[src/rtl/rr_sel_arbiter.sv]
// Round-robin arbiter driving the select input of an N-to-1 mux.
// Holds one owner until done, request drop, or hold timeout, then rotates priority.
module rr_sel_arbiter #(
  parameter int N        = 4,
  parameter int SELW     = 2,
  parameter int HOLD_MAX = 8
) (
  input  logic            clk,
  input  logic            rst_n,
  input  logic [N-1:0]    req,
  input  logic            done,
  output logic [SELW-1:0] sel,
  output logic [N-1:0]    grant,
  output logic            busy,
  output logic            timeout
);

  // state | meaning
  // IDLE  | no owner; arbitrate among req from ptr upward
  // HOLD  | grant held for sel until done, req drop or hold timeout
  typedef enum logic {IDLE, HOLD} state_t;

  localparam int CW = (HOLD_MAX < 2) ? 1 : $clog2(HOLD_MAX + 1);
  localparam logic [CW-1:0]   CNT_MAX  = CW'(HOLD_MAX);
  localparam logic [CW-1:0]   CNT_LAST = CW'((HOLD_MAX > 0) ? HOLD_MAX - 1 : 0);
  localparam logic [SELW-1:0] LAST_IDX = SELW'(N - 1);
  localparam logic [SELW:0]   N_W      = (SELW + 1)'(N);

  state_t          state;
  logic [SELW-1:0] ptr;
  logic [CW-1:0]   cnt;

  logic [N-1:0]    rot;
  logic [SELW-1:0] off;
  logic [SELW:0]   sum;
  logic [SELW-1:0] win;
  logic            rel_done;
  logic            rel_drop;
  logic            rel_tmo;

  // Rotate requests so bit 0 is the ptr position; the lowest set bit wins.
  always_comb begin
    rot = N'({req, req} >> ptr);
    off = '0;
    for (int k = N - 1; k >= 0; k--) begin
      if (rot[k]) off = SELW'(k);
    end
    sum = {1'b0, ptr} + {1'b0, off};
    if (sum >= N_W) sum = sum - N_W;
    win = sum[SELW-1:0];
  end

  always_comb begin
    rel_done = done;
    rel_drop = ~req[sel];
    rel_tmo  = (HOLD_MAX != 0) && (cnt == CNT_LAST);
  end

  always_ff @(posedge clk or negedge rst_n) begin
    if (!rst_n) begin
      state   <= IDLE;
      sel     <= '0;
      grant   <= '0;
      busy    <= 1'b0;
      timeout <= 1'b0;
      ptr     <= '0;
      cnt     <= '0;
    end else begin
      case (state)
        IDLE: begin
          timeout <= 1'b0;
          if (|req) begin
            state <= HOLD;
            sel   <= win;
            grant <= {{(N-1){1'b0}}, 1'b1} << win;
            busy  <= 1'b1;
            cnt   <= '0;
          end
        end
        HOLD: begin
          if (rel_done || rel_drop || rel_tmo) begin
            state   <= IDLE;
            grant   <= '0;
            busy    <= 1'b0;
            ptr     <= (sel == LAST_IDX) ? '0 : sel + SELW'(1);
            timeout <= rel_tmo && !rel_done && !rel_drop;
          end else begin
            timeout <= 1'b0;
            if (cnt != CNT_MAX) cnt <= cnt + CW'(1);
          end
        end
        default: state <= IDLE;
      endcase
    end
  end

endmodule

[config.mk]
export PLATFORM = sky130hd
export DESIGN_NAME = rr_sel_arbiter
export DESIGN_NICKNAME = d
export VERILOG_FILES = /design/src/rtl/rr_sel_arbiter.sv
export SDC_FILE = /design/constraint.sdc
export NUM_CORES = 1
export LEC_CHECK = 0
export BUFFER_PORTS_ARGS = -buffer_cell sky130_fd_sc_hd__buf_2
export CAP_MARGIN = 20
export CELL_PAD_IN_SITES_DETAIL_PLACEMENT = 0
export CELL_PAD_IN_SITES_GLOBAL_PLACEMENT = 1
export CORE_UTILIZATION = 35
export DETAILED_ROUTE_END_ITERATION = 7
export HOLD_SLACK_MARGIN = 0.08
export PLACE_DENSITY = 0.68
export SYNTH_ARGS = -nofsm -noshare
export SYNTH_HDL_FRONTEND = slang
export SYNTH_SLANG_ARGS = --single-unit
[constraint.sdc]
create_clock -name clk -period 3.3 [get_ports clk]
set_input_delay 0.165 -clock clk [delete_from_list [all_inputs] [get_ports clk]]
set_output_delay 0.165 -clock clk [all_outputs]
set_load 0.02 [all_outputs]
==> results.md <==
* Number of max-cap violations at 0
* Drt wl/cell at 12.6 um
* Worst setup EP type: register
* Via density per instance at 5.13
* Total GRT Usage at 15.3%
* Ys flop type: dfrtp_1
* Maximum vdd drop at 0.374 mV
* Final Power at 0.857 mW
* Worst path most repeated cell: o21ai_0
* Final Cell Area at 0.00104 mm^2
* Startpoint Class: register
* WP data required at 3.45 ns
* Asr flop ratio synth at 100%
* CTS tree: built
* Largest net degree at the start of global routing at 16
* Final #Nets at 124
* Family with the most delay on the worst path: flip-flops
* Detail Route Antenna Nets at 0
* Die Wd at 53.5 um
* FF+latch area at 375 um^2
* Pwr dens at 825 mW/mm^2
* Reg power frac at 37.1%
* Worst Hold Class: in2async
* Hold buffers post-CTS at 1
* CP cell instances: or2b_1 -> o221ai_1 -> o21ai_0 -> nand2_1 -> ha_1 -> xor2_1 -> o21ai_0
* Post-layout min period at 1.88 ns
* Crit-path max cell delay at 0.50 ns
* Combinational cell fraction of total power at 50.9%
* Die boundary height at 53.5 um
* Placement Cell Area at 0.00100 mm^2
* Core area at 0.00250 mm^2
* Die Area at 0.00286 mm^2
* Share of cells above drive strength 1 at 25.2%
* Fmax at 532 MHz
* 1st-pass router iterations at 4
* Outcome: complete, no violations
* Final Cycle Share at 56.9%
* TritonCTS buffer count at 3
* Simple logic cell fraction of the synthesized area at 22.5%
* IO Count at 15
* Post-synth net total at 109
* Cell-internal power at 0.480 mW
* Post-Syn Instances at 97
* Vias at 723
* Placed Cells at 136
* Crit-path max FO at 11
* Sequential area share after synthesis at 40.5%
* Residual DRC at 0
* Synth-to-Final Area Change at 12.1%
* Dpl hpwl at 1.30 mm
* # setup viols final at 0
* Cts repair resizes at 0
* #FFs+latches synth at 15
* Mapped cell area at 927 um^2
* Longest Clk Path Bufs at 2
* Clock Latency Late Sink at 0.27 ns
* Post-synthesis compound-gate area fraction at 17.7%
* Final cell count without fillers at 141
* Routability Congestion at 0.725
* Switching Fraction at 44.0%
* Final Util at 41.6%
* Port Buffer Count at 14
* Filler Cell Count at 251
* Unrepaired setup endpoints after global routing: false
* Worst slew margin at 66.4%
* Mux contribution to synthesized area at 7.42%
* Adder-Cell Fraction of Synth Area at 6.75%
* First-pass GRT wire length at 3.04 mm
* Vias in the first global route at 677
* CTS H-Tree Depth at 1
* Distinct cell type count after synthesis at 41
* Max Slew Vio Count at 0
* Total Wirelength at 1.77 mm
* Antenna Cells at 0
* Post-synthesis xor/xnor area fraction at 0.945%
* Row cnt at 18
* Reg clk slew, reported paths at 0.09 ns
* Starting density of the core at 37.1%
* Crit path DAT at 2.03 ns
* Worst path bufs/invs at 0
* Synth warnings at 0
* Setup bufs post-CTS at 0
* Grt ovf at 0
* Iteration-0 DRC Markers at 10
* Clk pwr share at 12.0%
* Most common cell after layout, fill and taps aside: dfrtp_1
* Post-synth EDFFs at 0
* Root Driver: clkbuf_4
* Final Hold Vio Count at 0
* # clock sinks at 15
* Worst Clk Skew at 0.00105 ns
* Worst-Margin Slew at 0.505 ns
* Multi-input logic area at 513 um^2
* Setup_tns at 0 ns
* Leakage at 0.516 nW
* Slowest cell on crit path: dfrtp_1
* Commonest cells after routing, fill and taps aside: 15 x dfrtp_1, 14 x nand2_1, 14 x buf_2
* Initial antenna violation count at 0
* Largest family of logic cells by synthesized area: simple AND/OR/NAND/NOR gates
* Mapped Avg Cell Area at 9.56 um^2
* Setup CP Type: reg2reg
* Psw at 0.377 mW
* R2r setup slk at 1.42 ns
==> area by class of cell <==
type | count | share of cell area [%]
multi-input cells | 75 | 49.3
clock buffers | 4 | 2.53
well taps | 30 | 3.61
inverters | 2 | 0.722
repair buffers | 15 | 7.70
flip-flops and latches | 15 | 36.1
==> power groups by stage <==
stage | clock (mW) | sequential (mW) | combinational [mW]
after floorplan | 0 | 0.338 | 0.310
after detailed placement | 0 | 0.322 | 0.440
final | 0.103 | 0.318 | 0.436
after global placement | 0 | 0.321 | 0.431
after CTS | 0.109 | 0.319 | 0.443
after global routing | 0.117 | 0.334 | 0.500
==> layer usage <==
layer  track usage (%)  wire length [um]
met1              21.8               917
met2              21.0               776
met3              1.72                60
met4              11.0                17
met5                 0                 0
==> synthesized netlist by cell type (all sizes together), types with 2 or more instances <==
cell type | instances | area, um^2
a21oi | 2 | 10.0
and2 | 2 | 15.0
buf | 3 | 23.8
clkbuf | 2 | 7.51
dfrtp | 15 | 375
ha | 5 | 62.6
inv | 2 | 7.51
mux2 | 4 | 48.8
mux2i | 2 | 20.0
nand2 | 14 | 52.6
nand3 | 2 | 10.0
nor2 | 9 | 33.8
nor2b | 3 | 21.3
nor3 | 2 | 10.0
o21ai | 9 | 48.8
o31ai | 2 | 15.0
==> stage by stage <==
| step | setup WS (ns) | hold slack, ns |
|---|---|---|
| final | 1.42 | 0.315 |
| after floorplan | 1.55 | -0.131 |
| after global placement | 1.47 | 0.0970 |
| after global routing | 1.23 | 0.343 |
| after CTS | 1.41 | 0.323 |
| after detailed placement | 1.43 | 0.101 |
==> worst register-to-register path: stages, from the launching register on <==
cell and delay, ns:
dfrtp_1 0.50, or2b_1 0.26, o221ai_1 0.15, o21ai_0 0.10
nand2_1 0.10, ha_1 0.15, xor2_1 0.35, o21ai_0 0.15
==> flip-flops by register name, indices dropped and copies added (netlist names) <==
register / cells
cnt: 4
sel: 2
busy: 1
ptr: 2
grant: 4
timeout: 1
state: 1
==> worst paths after layout <==
path,from,endpoint,cells past startpoint
min in group clk,done,state,6
setup / recovery,ptr[0],grant[3],7
hold reg to reg,busy,busy,2
max in group asynchronous,rst_n,cnt[1],2
setup reg to reg,ptr[0],grant[3],7
hold / removal,rst_n,cnt[2],2
==> cell families after synthesis <==
kind of cell    count (synthesis)
flops                          15
fa+ha+maj                       5
xor+xnor                        1
mux                             6
buf+inv                         7
simple gates                   41
compound gates                 22
Note: power is estimated with default switching activity, not from simulation.
